**config.mk**
```make
export PLATFORM = sky130hd
export DESIGN_NAME = hazard_ctrl
export DESIGN_NICKNAME = d
export VERILOG_FILES = /design/src/rtl/hazard_pkg.sv /design/src/rtl/hazard_ctrl_mem_wait_timer.sv /design/src/rtl/hazard_ctrl.sv
export SDC_FILE = /design/constraint.sdc
export NUM_CORES = 1
export LEC_CHECK = 0
export CORE_UTILIZATION = 32
export CTS_BUF_LIST = sky130_fd_sc_hd__clkbuf_4
export CTS_CLUSTER_DIAMETER = 80
export CTS_CLUSTER_SIZE = 8
export DETAILED_ROUTE_END_ITERATION = 16
export GPL_TIMING_DRIVEN = 1
export MAX_ROUTING_LAYER = met4
export PLACE_DENSITY_LB_ADDON = 0.15
export SYNTH_ARGS = -nofsm -noshare
export SYNTH_HDL_FRONTEND = slang
export SYNTH_HIERARCHICAL = 1
export SYNTH_SLANG_ARGS = --single-unit
```
**constraint.sdc**
```tcl
create_clock -name clk -period 4.3 [get_ports clk]
set_input_delay 0.86 -clock clk [delete_from_list [all_inputs] [get_ports clk]]
set_output_delay 0.86 -clock clk [all_outputs]
set_load 0.01 [all_outputs]
```
**src/rtl/hazard_pkg.sv**
```systemverilog
// Shared types and constants for the pipeline hazard controller.
package hazard_pkg;

  typedef enum logic [0:0] {
    RUN      = 1'b0,
    MEM_WAIT = 1'b1
  } state_t;

  localparam int REG_ADDR_W = 5;
  localparam logic [REG_ADDR_W-1:0] ZERO_REG = 5'd0;

  // True when an ID source operand depends on the destination of an in-flight load.
  function automatic logic src_match(
    input logic                  uses,
    input logic [REG_ADDR_W-1:0] src,
    input logic [REG_ADDR_W-1:0] dst
  );
    return uses && (src == dst);
  endfunction

endpackage

```
**src/rtl/hazard_ctrl_mem_wait_timer.sv**
```systemverilog
// Down-counter that paces a multi-cycle SRAM access; loads MEM_WAIT_CYCLES-2 and flags zero.
module mem_wait_timer #(
  parameter int MEM_WAIT_CYCLES = 3,
  parameter int CNT_W           = 2
) (
  input  logic             clk,
  input  logic             rst,
  input  logic             load,
  input  logic             dec,
  output logic [CNT_W-1:0] cnt,
  output logic             zero
);

  localparam int LOAD_INT = (MEM_WAIT_CYCLES >= 2) ? (MEM_WAIT_CYCLES - 2) : 0;
  localparam logic [CNT_W-1:0] LOAD_VAL = CNT_W'(LOAD_INT);

  always_ff @(posedge clk or posedge rst) begin
    if (rst) begin
      cnt <= '0;
    end else if (load) begin
      cnt <= LOAD_VAL;
    end else if (dec && (cnt != '0)) begin
      cnt <= cnt - 1'b1;
    end
  end

  assign zero = (cnt == '0);

endmodule

```
**src/rtl/hazard_ctrl.sv**
```systemverilog
// Pipeline sequencing controller: load-use bubbles, multi-cycle SRAM stalls, branch flushes.
// Optional perf counters are built only when HAZARD_PERF_EN is defined.
module hazard_ctrl
  import hazard_pkg::*;
#(
  parameter int MEM_WAIT_CYCLES = 3,
  parameter int CNT_W           = 2,
  parameter int PERF_W          = 32
) (
  input  logic              clk,
  input  logic              rst,
  input  logic [4:0]        id_rs,
  input  logic [4:0]        id_rt,
  input  logic              id_uses_rs,
  input  logic              id_uses_rt,
  input  logic              ex_mem_read,
  input  logic [4:0]        ex_write_reg,
  input  logic              branch_taken,
  input  logic              mem_req,
  output logic              stall_pc,
  output logic              stall_ifid,
  output logic              stall_idex,
  output logic              stall_exmem,
  output logic              flush_ifid,
  output logic              flush_idex,
  output logic              mem_done,
  output logic [PERF_W-1:0] stall_cycles,
  output logic [PERF_W-1:0] flush_count
);

  localparam bit SINGLE_CYCLE = (MEM_WAIT_CYCLES == 1);

  state_t     state, nxt_state;
  logic       branch_pend, nxt_pend;
  logic       tmr_load, tmr_dec, tmr_zero;
  logic [CNT_W-1:0] tmr_cnt;
  logic       load_use;

  logic s_pc, s_ifid, s_idex, s_exmem, f_ifid, f_idex, m_done;

  mem_wait_timer #(
    .MEM_WAIT_CYCLES(MEM_WAIT_CYCLES),
    .CNT_W          (CNT_W)
  ) u_timer (
    .clk (clk),
    .rst (rst),
    .load(tmr_load),
    .dec (tmr_dec),
    .cnt (tmr_cnt),
    .zero(tmr_zero)
  );

  assign load_use = ex_mem_read && (ex_write_reg != ZERO_REG) &&
                    (src_match(id_uses_rs, id_rs, ex_write_reg) ||
                     src_match(id_uses_rt, id_rt, ex_write_reg));

  // mem_req is a level held for the whole access; mem_done pulses on the single
  // cycle the access finishes, and a mem_req still high on that cycle is ignored.
  always_comb begin
    s_pc      = 1'b0;
    s_ifid    = 1'b0;
    s_idex    = 1'b0;
    s_exmem   = 1'b0;
    f_ifid    = 1'b0;
    f_idex    = 1'b0;
    m_done    = 1'b0;
    nxt_state = state;
    nxt_pend  = branch_pend;
    tmr_load  = 1'b0;
    tmr_dec   = 1'b0;
    case (state)
      RUN: begin
        if (mem_req && !SINGLE_CYCLE) begin
          {s_pc, s_ifid, s_idex, s_exmem} = 4'b1111;
          tmr_load  = 1'b1;
          nxt_state = MEM_WAIT;
          if (branch_taken) nxt_pend = 1'b1;
        end else begin
          m_done = mem_req;
          if (branch_taken) begin
            f_ifid = 1'b1;
            f_idex = 1'b1;
          end else if (load_use) begin
            s_pc   = 1'b1;
            s_ifid = 1'b1;
            f_idex = 1'b1;
          end
        end
      end
      MEM_WAIT: begin
        if (!tmr_zero) begin
          {s_pc, s_ifid, s_idex, s_exmem} = 4'b1111;
          tmr_dec = 1'b1;
          if (branch_taken) nxt_pend = 1'b1;
        end else begin
          // Release: the held EX branch (or one recorded earlier) flushes now.
          m_done    = 1'b1;
          nxt_state = RUN;
          nxt_pend  = 1'b0;
          if (branch_pend || branch_taken) begin
            f_ifid = 1'b1;
            f_idex = 1'b1;
          end else if (load_use) begin
            s_pc   = 1'b1;
            s_ifid = 1'b1;
            f_idex = 1'b1;
          end
        end
      end
      default: nxt_state = RUN;
    endcase
  end

  always_ff @(posedge clk or posedge rst) begin
    if (rst) begin
      state       <= RUN;
      branch_pend <= 1'b0;
    end else begin
      state       <= nxt_state;
      branch_pend <= nxt_pend;
    end
  end

  assign stall_pc    = s_pc    && !rst;
  assign stall_ifid  = s_ifid  && !rst;
  assign stall_idex  = s_idex  && !rst;
  assign stall_exmem = s_exmem && !rst;
  assign flush_ifid  = f_ifid  && !rst;
  assign flush_idex  = f_idex  && !rst;
  assign mem_done    = m_done  && !rst;

`ifdef HAZARD_PERF_EN
  // Every IF/ID flush originates from a taken branch, so it doubles as the flush event.
  always_ff @(posedge clk or posedge rst) begin
    if (rst) begin
      stall_cycles <= '0;
      flush_count  <= '0;
    end else begin
      if (stall_pc)   stall_cycles <= stall_cycles + 1'b1;
      if (flush_ifid) flush_count  <= flush_count + 1'b1;
    end
  end
`else
  assign stall_cycles = '0;
  assign flush_count  = '0;
`endif

endmodule

```
==> flow_metrics.py, run 1 <==
metrics = {
    "detailed_routing": {
        "drt-wirelength-per-cell_microns": 8.19,
        "num_vias": 609,
        "drcViolationCount": 0,
        "first_pass_detailed_route_iteration_total": 1,
        "final_routed_wirelength_across_all_metal_layers_mm": 1.40,
        "route.antenna.remaining_nets": 0,
        "routed_via_density": 3.56,
        "dr.first_iter.drc_count": 0,
    },
    "placement": {
        "place_hpwl_mm": 1.29,
        "finalWeightedCongestion": 0.893,
        "buffer_ports.inserted": 28,
        "place_area_sq_um": 956,
    },
    "sta": {
        "report.final.slew_viol_count": 0,
        "timing_hold_violations_final": 0,
        "timing.final.setup_violations": 0,
        "max_clock_freq_mhz": 263,
        "layout_worst_path_cycle_share_pct": 88.3,
        "clk_skew_ps": 0.0587,
        "grt_setup_unrepaired": "false",
        "post-route-min-period_ps": 3800,
        "fin_tns_setup_ps": 0,
        "hold_slack_ps": 531,
    },
    "setup_path": {
        "critical_path_required_ps": 3440,
        "worst-path-max-fanout": 3,
        "worstSetupEndpointType": "primary output",
        "crit_path_cell_trace": "clkdlybuf4s50_1 -> xor2_1 -> nor4_1 -> a32oi_1 -> o41ai_2 -> clkdlybuf4s50_1",
        "critical-path-top-delay-family": "buffers and inverters",
        "cp_dominant_cell_by_count": "sky130_fd_sc_hd__clkdlybuf4s50_1",
        "critPathBufInv": 2,
        "max_stage_delay_ps": 600,
        "crit_path_top_delay_cell": "sky130_fd_sc_hd__clkdlybuf4s50_1",
        "cp_data_arrival_time_ps": 2940,
        "timing_worst_setup_path_type": "primary input to primary output",
        "cp-start-kind": "primary input",
    },
    "yosys": {
        "synth.largest_area_cell": "sky130_fd_sc_hd__buf_4",
        "yosysWarningCount": 6,
        "syn-mean-instance-area_sq_um": 7.94,
        "synth-main-ff-cell": "sky130_fd_sc_hd__dfrtp_1",
        "synth_top_cell_area_share_pct": 55.2,
        "postSynth.asyncResetShare_pct": 100,
        "synth_edf_count": 0,
        "synthTopCellsByArea": "sky130_fd_sc_hd__buf_4 55%, sky130_fd_sc_hd__dfrtp_1 11%, sky130_fd_sc_hd__xor2_1 7.8%",
        "synthesis.instances": 113,
        "post_synth_instance_area_sq_um": 897,
        "seq_area_frac_synth_pct": 11.2,
        "netlist-cell-type-count": 29,
        "ys_seq_elements": 4,
    },
    "clock_tree": {
        "clk_pin_slew_worst_paths_ps": 40,
        "number_of_buffers_inserted_for_hold_repair_after_clock_tree_synthesis": 0,
        "tritoncts_num_sinks": 4,
        "tritoncts": "done",
        "postCtsSetupRepairBufs": 0,
        "cts.path.max_buffers": 2,
        "worstSkewPairLatency_ps": 230,
        "cts-root-buf": "sky130_fd_sc_hd__clkbuf_4",
        "numCtsBuffers": 3,
        "cts_resized": 0,
        "ctsHtreeMaxLevel": 1,
    },
    "job": {
        "cap_viol_max_count": 0,
    },
    "floorplanning": {
        "starting_density_pct": 34.9,
        "core_box_area_sq_um": 2570,
        "fp.dieW_microns": 54.9,
        "io-pin-count": 93,
        "rows": 18,
        "chipHeight_microns": 54.9,
        "die-area_sq_um": 3020,
    },
    "power_and_ir_drop": {
        "power_per_cell_area_nw_per_um2": 321,
        "cellLeakagePower_nw": 0.509,
        "peakVddDrop_v": 0.000212,
    },
    "global_routing": {
        "gr-usage-all-layers_pct": 10.0,
        "vias_in_the_first_global_route": 484,
        "grt_busiest_layer": "met2",
        "grt_antenna_before_repair": 0,
        "grt_max_degree": 8,
        "residual_overflow_from_global_routing": 0,
        "first_pass_grt_wire_length_mm": 1.93,
        "routing_usage_on_met2_pct": 16.3,
        "globalRouteMet3Util_pct": 5.46,
        "grt_util_met1_pct": 9.18,
    },
    "min_path": {
        "holdCritPathClass": "flip-flop to flip-flop",
    },
    "cells_and_area": {
        "multiInputGateArea_sq_um": 515,
        "fin_area_sq_um": 978,
        "final_layout_size_suffix_gt1_share_pct": 3.55,
        "area_growth_pct": 9.07,
        "final.fill_count": 265,
        "antenna_cells": 0,
        "fin_nets": 166,
        "ff_latch_area_sq_um": 100,
    },
    "outcome": {
        "outcome": "finished, final reports clean",
    },
}
cells in the mapped netlist, types with 2 or more instances:
master / number
sky130_fd_sc_hd__a21oi_1: 2
sky130_fd_sc_hd__xor2_1: 8
sky130_fd_sc_hd__dfrtp_1: 4
sky130_fd_sc_hd__inv_1: 6
sky130_fd_sc_hd__nor4_1: 2
sky130_fd_sc_hd__xnor2_1: 2
sky130_fd_sc_hd__nor2b_1: 2
sky130_fd_sc_hd__buf_4: 66
metrics by stage:
step / power, mW / setup WS [ps] / instances / util (%)
final: 0.314 / 504 / 171 / 38.1
after global routing: 0.347 / 411 / 171 / 38.1
after CTS: 0.318 / 482 / 171 / 38.1
after detailed placement: 0.268 / 481 / 168 / 37.2
after global placement: 0.265 / 492 / 168 / 37.2
after floorplan: 0.242 / 1400 / 176 / -
logic make-up after synthesis:
| family | count (synthesis) | synth area share, % |
|---|---|---|
| and+or+nand+nor | 15 | 10.7 |
| xor gates and xnor gates | 10 | 9.76 |
| DFF | 4 | 11.2 |
| other | 1 | 0.418 |
| adders and majority gates | 1 | 1.39 |
| AOI/OAI and AO/OA | 9 | 7.67 |
| buffers and inverters | 72 | 57.7 |
| muxes | 1 | 1.12 |
sequential cells by signal, indices dropped and copies added, names as in the netlist:
name         flops
u_timer/cnt      2
branch_pend      1
state            1
path summary, 6_finish.rpt:
check,start,end,slack (ps),cells past startpoint
setup / recovery,ex_write_reg[3],stall_ifid,500,6
hold / removal,branch_pend$_DFFE_PP0P_,branch_pend$_DFFE_PP0P_,530,2
setup reg to reg,u_timer/cnt[0]$_DFFE_PP0P_,u_timer/cnt[1]$_DFFE_PP0P_,2860,5
hold reg to reg,branch_pend$_DFFE_PP0P_,branch_pend$_DFFE_PP0P_,530,2
max in group asynchronous,rst,state$_DFF_PP0_,3210,2
min in group asynchronous,rst,u_timer/cnt[1]$_DFFE_PP0P_,930,2
tightest hold or removal path, delay by kind of cell, from the launching register on:
kind	cells	cell delay, ps
flip-flops	1	340
AO/OA/AOI/OAI	2	150
cell usage in the layout, fill, tap and decap left out, drive strengths merged, types with 2 or more instances in the layout:
cell type | Yosys | routed
a21oi | 2 | 2
clkbuf | 0 | 3
inv | 6 | 6
and2b | 2 | 2
xor2 | 8 | 8
dfrtp | 4 | 4
conb | 1 | 64
clkdlybuf4s50 | 0 | 28
nor4 | 2 | 2
xnor2 | 2 | 2
nor2b | 2 | 2
layout make-up:
class                   count  area share [%]
multi-input cells         100            52.7
clock buffers               3            2.30
well taps                  30            3.84
inverters                   6            2.30
repair buffers             28            28.6
flip-flops and latches      4            10.2
metal layers:
layer / wire [microns] / vias up
met5: 0 / -
met3: 127 / 2
met1: 492 / 269
li1: - / 288
met2: 764 / 50
met4: 16 / 0
power by group:
part	leakage, nW	internal (mW)	total [mW]	switching, mW
registers	0.0456	0.0562	0.0691	0.0129
logic	0.450	0.0984	0.199	0.101
clock network	0.0138	0.0311	0.0454	0.0143
(Power assumes the default switching activity.)
==> run 2, diff against run 1 <==
Settings changed: CORE_MARGIN set to 5.
==> run 2 against run 1 <==
Net effect:
- final cell count is 0.58% higher
- register-to-register slack better by 20 ps
- sequential share of layout area is essentially flat
- wire length increased by 25%
- total power grew 0.41%
- design area is 0.13% higher
- global-route usage is 2.4 points lower
- die area increased by 31%
- worst hold slack lost 7.1 ps
- count of clock-buffer cells in the layout unchanged
- clock power rose by 1%
- flip-flop and latch count unchanged
==> flow_metrics.py, run 2 (synthesis gave the netlist of run 1 again) <==
metrics = {
    "outcome": {
        "outcome": "finished, final reports clean",
    },
    "global_routing": {
        "vias_in_the_first_global_route": 523,
        "grt_antenna_before_repair": 0,
        "residual_overflow_from_global_routing": 0,
        "first_pass_grt_wire_length_mm": 2.28,
        "grt_max_degree": 8,
        "gr-usage-all-layers_pct": 7.61,
    },
    "setup_path": {
        "worstSetupEndpointType": "primary output",
        "crit_start": "ex_write_reg[3]",
        "cp_dominant_cell_by_count": "sky130_fd_sc_hd__clkdlybuf4s50_1",
        "cp_data_arrival_time_ps": 2940,
        "worst-path-max-fanout": 3,
        "crit_path_cell_trace": "clkdlybuf4s50_1 -> xor2_1 -> nor4_1 -> a32oi_1 -> o41ai_2 -> clkdlybuf4s50_1",
        "max_stage_delay_ps": 620,
        "cp-start-kind": "primary input",
        "timing_worst_setup_path_type": "primary input to primary output",
        "crit_path_top_delay_cell": "sky130_fd_sc_hd__clkdlybuf4s50_1",
        "r2r_setup_slack_ps": 2880,
        "rr_worst_depth": 5,
        "critical_path_required_ps": 3440,
        "critical_path.reg2reg.startpoint": "u_timer/cnt[0]$_DFFE_PP0P_",
    },
    "power_and_ir_drop": {
        "netSwitchingFraction_pct": 41.2,
        "pwr-share-clk_pct": 14.6,
        "power_per_cell_area_nw_per_um2": 322,
        "cellInternalPower_uw": 185,
        "cellLeakagePower_nw": 0.509,
        "power.share.sequential_pct": 21.8,
        "power_frac_comb_pct": 63.6,
        "power.switching_uw": 130,
        "peakVddDrop_v": 0.000254,
    },
    "floorplanning": {
        "starting_density_pct": 33.1,
        "rows": 19,
        "core_box_area_sq_um": 2710,
        "io-pin-count": 93,
        "die-area_sq_um": 3960,
        "fp.dieW_microns": 62.9,
        "chipHeight_microns": 62.9,
    },
    "detailed_routing": {
        "routed_via_density": 3.53,
        "drt-wirelength-per-cell_microns": 10.2,
        "first_pass_detailed_route_iteration_total": 3,
        "final_routed_wirelength_across_all_metal_layers_mm": 1.75,
        "num_vias": 607,
        "dr.first_iter.drc_count": 2,
        "route.antenna.remaining_nets": 0,
        "drcViolationCount": 0,
    },
    "clock_tree": {
        "tritoncts": "done",
        "postCtsSetupRepairBufs": 0,
        "clk_pin_slew_worst_paths_ps": 40,
        "worstSkewPairLatency_ps": 230,
        "ctsHtreeMaxLevel": 1,
        "cts-root-buf": "sky130_fd_sc_hd__clkbuf_4",
        "cts.path.max_buffers": 2,
        "cts_resized": 0,
        "tritoncts_num_sinks": 4,
        "number_of_buffers_inserted_for_hold_repair_after_clock_tree_synthesis": 0,
        "numCtsBuffers": 3,
    },
    "placement": {
        "place_area_sq_um": 957,
        "finalWeightedCongestion": 0.794,
        "buffer_ports.inserted": 28,
        "place_hpwl_mm": 1.60,
    },
    "cells_and_area": {
        "registers.top_by_ff_count": "u_timer/cnt",
        "antenna_cells": 0,
        "biggestRegsByFlops": "u_timer/cnt: 2 flops, branch_pend: 1 flops, state: 1 flops",
        "largest_register_ffs": 2,
        "fin_nets": 166,
        "most-common-layout-cells": "64 x sky130_fd_sc_hd__conb_1, 28 x sky130_fd_sc_hd__clkdlybuf4s50_1, 8 x sky130_fd_sc_hd__xor2_1",
        "fin_area_sq_um": 980,
        "final.fill_count": 297,
        "layout_commonest_cell": "sky130_fd_sc_hd__conb_1",
        "final_layout_size_suffix_gt1_share_pct": 3.55,
        "area_growth_pct": 9.21,
    },
    "sta": {
        "max_clock_freq_mhz": 263,
        "post-route-min-period_ps": 3800,
        "timing_hold_violations_final": 0,
        "fin_tns_setup_ps": 0,
        "timing.final.setup_violations": 0,
        "layout_worst_path_cycle_share_pct": 88.3,
        "clk_skew_ps": 1.48,
        "grt_setup_unrepaired": "false",
        "report.final.slew_viol_count": 0,
    },
    "min_path": {
        "holdCritPathClass": "flip-flop to flip-flop",
        "worst_hold_path_startpoint": "branch_pend$_DFFE_PP0P_",
        "holdPathStages": 2,
    },
    "job": {
        "cap_viol_max_count": 0,
    },
}
-- run 2: cell counts in the layout (fill, tap and decap cells not counted) --
Identical to the previous run, type by type.
-- run 2: metal layers --
layer | wire length [microns] | GRT usage [%] | up-vias | share of wire (%)
met5 | 0 | - | - | 0
li1 | - | - | 289 | -
met1 | 572 | 6.90 | 271 | 33
met4 | 28 | 3.18 | 0 | 1.6
met2 | 942 | 13.5 | 43 | 54
met3 | 207 | 3.60 | 4 | 12
-- run 2: power by group through the flow --
stage | Sequential, mW | Clock [mW] | Combinational, mW
4_1_cts | 0.0695 | 0.0486 | 0.202
6_report | 0.0687 | 0.0460 | 0.200
3_5_place_dp | 0.0701 | 0 | 0.201
2_1_floorplan | 0.0658 | 0 | 0.176
3_3_place_gp | 0.0693 | 0 | 0.199
5_1_grt | 0.0724 | 0.0517 | 0.225
-- run 2: worst max-delay path, delay by kind of cell --
kind | cells | cell delay, ps
XOR/XNOR | 1 | 190
buffers and inverters | 2 | 1090
AO/OA/AOI/OAI | 2 | 520
AND/OR/NAND/NOR | 1 | 280
-- run 2: worst paths after layout --
| path | end |
|---|---|
| max in group asynchronous | branch_pend$_DFFE_PP0P_ |
| worst min register to register | branch_pend$_DFFE_PP0P_ |
| worst max register to register | u_timer/cnt[1]$_DFFE_PP0P_ |
| min in group asynchronous | u_timer/cnt[1]$_DFFE_PP0P_ |
| worst max-delay path | stall_pc |
| worst min-delay path | branch_pend$_DFFE_PP0P_ |
-- run 2: stage by stage --
step	hold WS, ps	setup slack, ps	total power [mW]	utilization (%)	instances
2_1_floorplan	491	1400	0.242	-	176
3_3_place_gp	514	514	0.268	35.3	169
3_5_place_dp	527	489	0.271	35.3	169
4_1_cts	534	478	0.320	36.1	172
5_1_grt	584	315	0.349	36.1	172
6_report	524	504	0.315	36.1	172
-- run 2: final cells by class --
cell class | count | area, sq um | area share, %
Multi-Input combinational cell | 100 | 515 | 52.6
Timing Repair Buffer | 28 | 280 | 28.6
Sequential cell | 4 | 100 | 10.2
Tap cell | 31 | 38.8 | 3.96
Clock buffer | 3 | 22.5 | 2.30
Inverter | 6 | 22.5 | 2.30
==> run 3, diff against run 2 <==
Settings changed: CORE_UTILIZATION 32 to 27.
Clock period 4.3 ns to 3.1 ns, I/O delays scaled along.
==> run 3 against run 2 <==
Net effect:
- flip-flop and latch count did not move
- wire length rose by 1.7%
- non-clock buffer count rose by 6
- combinational power rose by 49%
- total power rose by 46%
- clock skew rose by 6.4 ps
- die area rose by 15%
- critical path depth did not move
- first-iteration DRC count fell by 50%
- clock power rose by 48%
- critical path type unchanged
- largest power group unchanged
==> flow_metrics.py, run 3 (synthesis gave the netlist of run 1 again) <==
metrics = {
    "cells_and_area": {
        "final.fill_count": 356,
        "fin_nets": 172,
        "most-common-layout-cells": "64 x sky130_fd_sc_hd__conb_1, 25 x sky130_fd_sc_hd__clkdlybuf4s50_1, 8 x sky130_fd_sc_hd__xor2_1",
        "layout_commonest_cell": "sky130_fd_sc_hd__conb_1",
        "ff_latch_area_sq_um": 100,
        "biggestRegsByFlops": "u_timer/cnt: 2 flops, branch_pend: 1 flops, state: 1 flops",
        "multiInputGateArea_sq_um": 531,
        "largest_register_ffs": 2,
        "final_layout_size_suffix_gt1_share_pct": 9.52,
        "area_growth_pct": 17.6,
        "antenna_cells": 0,
        "postLayoutCoreUtil_pct": 32.1,
        "registers.top_by_ff_count": "u_timer/cnt",
    },
    "detailed_routing": {
        "routed_via_density": 3.25,
        "drcViolationCount": 0,
        "first_pass_detailed_route_iteration_total": 2,
        "dr.first_iter.drc_count": 1,
        "route.antenna.remaining_nets": 0,
        "num_vias": 628,
        "final_routed_wirelength_across_all_metal_layers_mm": 1.78,
        "drt-wirelength-per-cell_microns": 9.22,
    },
    "floorplanning": {
        "fp.dieW_microns": 67.6,
        "chipHeight_microns": 67.6,
        "io-pin-count": 93,
        "die-area_sq_um": 4580,
        "core_box_area_sq_um": 3280,
        "starting_density_pct": 27.3,
        "rows": 21,
    },
    "setup_path": {
        "timing_worst_setup_path_type": "primary input to primary output",
        "cp_data_arrival_time_ps": 2310,
        "critical_path_required_ps": 2480,
        "worstSetupEndpointType": "primary output",
        "worst-path-max-fanout": 3,
        "cp-start-kind": "primary input",
    },
    "clock_tree": {
        "numCtsBuffers": 3,
        "number_of_buffers_inserted_for_hold_repair_after_clock_tree_synthesis": 0,
        "cts-root-buf": "sky130_fd_sc_hd__clkbuf_4",
        "worstSkewPairLatency_ps": 240,
        "tritoncts_num_sinks": 4,
        "ctsHtreeMaxLevel": 1,
        "postCtsSetupRepairBufs": 0,
        "clk_pin_slew_worst_paths_ps": 40,
        "cts.path.max_buffers": 2,
        "tritoncts": "done",
    },
    "sta": {
        "post-route-min-period_ps": 2930,
        "fin_tns_setup_ps": 0,
        "layout_worst_path_cycle_share_pct": 94.5,
        "clk_skew_ps": 7.83,
        "report.final.slew_viol_count": 0,
        "final_critical_path_setup_slack_ps": 172,
        "max_clock_freq_mhz": 341,
        "timing.final.setup_violations": 0,
        "grt_setup_unrepaired": "false",
        "timing_hold_violations_final": 0,
    },
    "global_routing": {
        "grt_antenna_before_repair": 0,
        "first_pass_grt_wire_length_mm": 2.55,
        "gr-usage-all-layers_pct": 7.65,
        "vias_in_the_first_global_route": 586,
        "grt_max_degree": 8,
        "residual_overflow_from_global_routing": 0,
    },
    "placement": {
        "pre_cts_ws_ps": -277,
        "buffer_ports.inserted": 28,
        "finalWeightedCongestion": 0.725,
        "place_hpwl_mm": 1.65,
    },
    "power_and_ir_drop": {
        "netSwitchingFraction_pct": 41.9,
        "cellLeakagePower_nw": 0.549,
        "total_power_uw": 462,
        "power.switching_uw": 193,
        "peakVddDrop_v": 0.000199,
        "cellInternalPower_uw": 268,
        "power_per_cell_area_nw_per_um2": 438,
        "power_frac_comb_pct": 64.4,
        "pwr-share-clk_pct": 14.7,
        "power.share.sequential_pct": 20.9,
    },
    "outcome": {
        "outcome": "finished, final reports clean",
    },
    "min_path": {
        "holdCritPathClass": "flip-flop to flip-flop",
    },
    "job": {
        "cap_viol_max_count": 0,
    },
}
-- run 3: cell count changes in the layout (fill, tap and decap cells not counted) --
cell                              before  now
sky130_fd_sc_hd__a21boi_1              1    0
sky130_fd_sc_hd__buf_4                 0    6
sky130_fd_sc_hd__clkdlybuf4s50_1      28   25
sky130_fd_sc_hd__nor3_1                1    0
sky130_fd_sc_hd__nor4_2                0    1
sky130_fd_sc_hd__nor3_2                0    1
sky130_fd_sc_hd__nor4_1                2    1
sky130_fd_sc_hd__a21boi_2              0    1
sky130_fd_sc_hd__dlygate4sd2_1         0    3
-- run 3: area by class of cell --
cell class	count	share of cell area [%]
clock buffer	3	2.14
inverter	6	2.14
multi-input combinational	100	50.3
sequential	4	9.49
tap	46	5.46
timing repair buffer	34	30.5
-- run 3: final timing paths --
path | startpoint | end | slack [ps] | cells past startpoint
max in group asynchronous | rst | state$_DFF_PP0_ | 2260 | 2
setup reg to reg | u_timer/cnt[0]$_DFFE_PP0P_ | u_timer/cnt[1]$_DFFE_PP0P_ | 1680 | 5
hold reg to reg | branch_pend$_DFFE_PP0P_ | branch_pend$_DFFE_PP0P_ | 530 | 2
setup / recovery | ex_write_reg[3] | stall_pc | 170 | 6
hold / removal | branch_pend$_DFFE_PP0P_ | branch_pend$_DFFE_PP0P_ | 530 | 2
min in group asynchronous | rst | u_timer/cnt[1]$_DFFE_PP0P_ | 690 | 2
-- run 3: through the flow --
step	hold slack, ps	std cells	instance area (sq um)
2_1_floorplan	361	176	1130
3_3_place_gp	513	190	1020
3_5_place_dp	523	190	1020
4_1_cts	534	193	1050
5_1_grt	567	193	1050
6_report	527	193	1050
-- run 3: timing repair --
action                     in CTS  in global routing
pin swaps                       0                  1
resized for setup               4                  2
setup endpoints to repair       3                  5
-- run 3: critical path: stages --
cell and delay, ps:
sky130_fd_sc_hd__clkdlybuf4s50_1 470, sky130_fd_sc_hd__xor2_1 190, sky130_fd_sc_hd__nor4_1 270, sky130_fd_sc_hd__a32oi_1 180, sky130_fd_sc_hd__o41ai_2 260, sky130_fd_sc_hd__dlygate4sd2_1 320
-- run 3: metal layers --
layer	vias to the layer above	track usage [%]	wire length (microns)
li1	299	-	-
met1	272	7.28	573
met2	51	13.4	935
met3	6	1.33	218
met4	0	6.33	53
met5	-	-	0
-- run 3: power groups by stage --
stage / sequential [mW] / clock [mW] / combinational, mW
detailed placement: 0.0961 / 0 / 0.300
finish: 0.0965 / 0.0679 / 0.297
global route: 0.102 / 0.0776 / 0.334
global placement: 0.0952 / 0 / 0.294
floorplan: 0.0913 / 0 / 0.245
CTS: 0.0954 / 0.0725 / 0.295
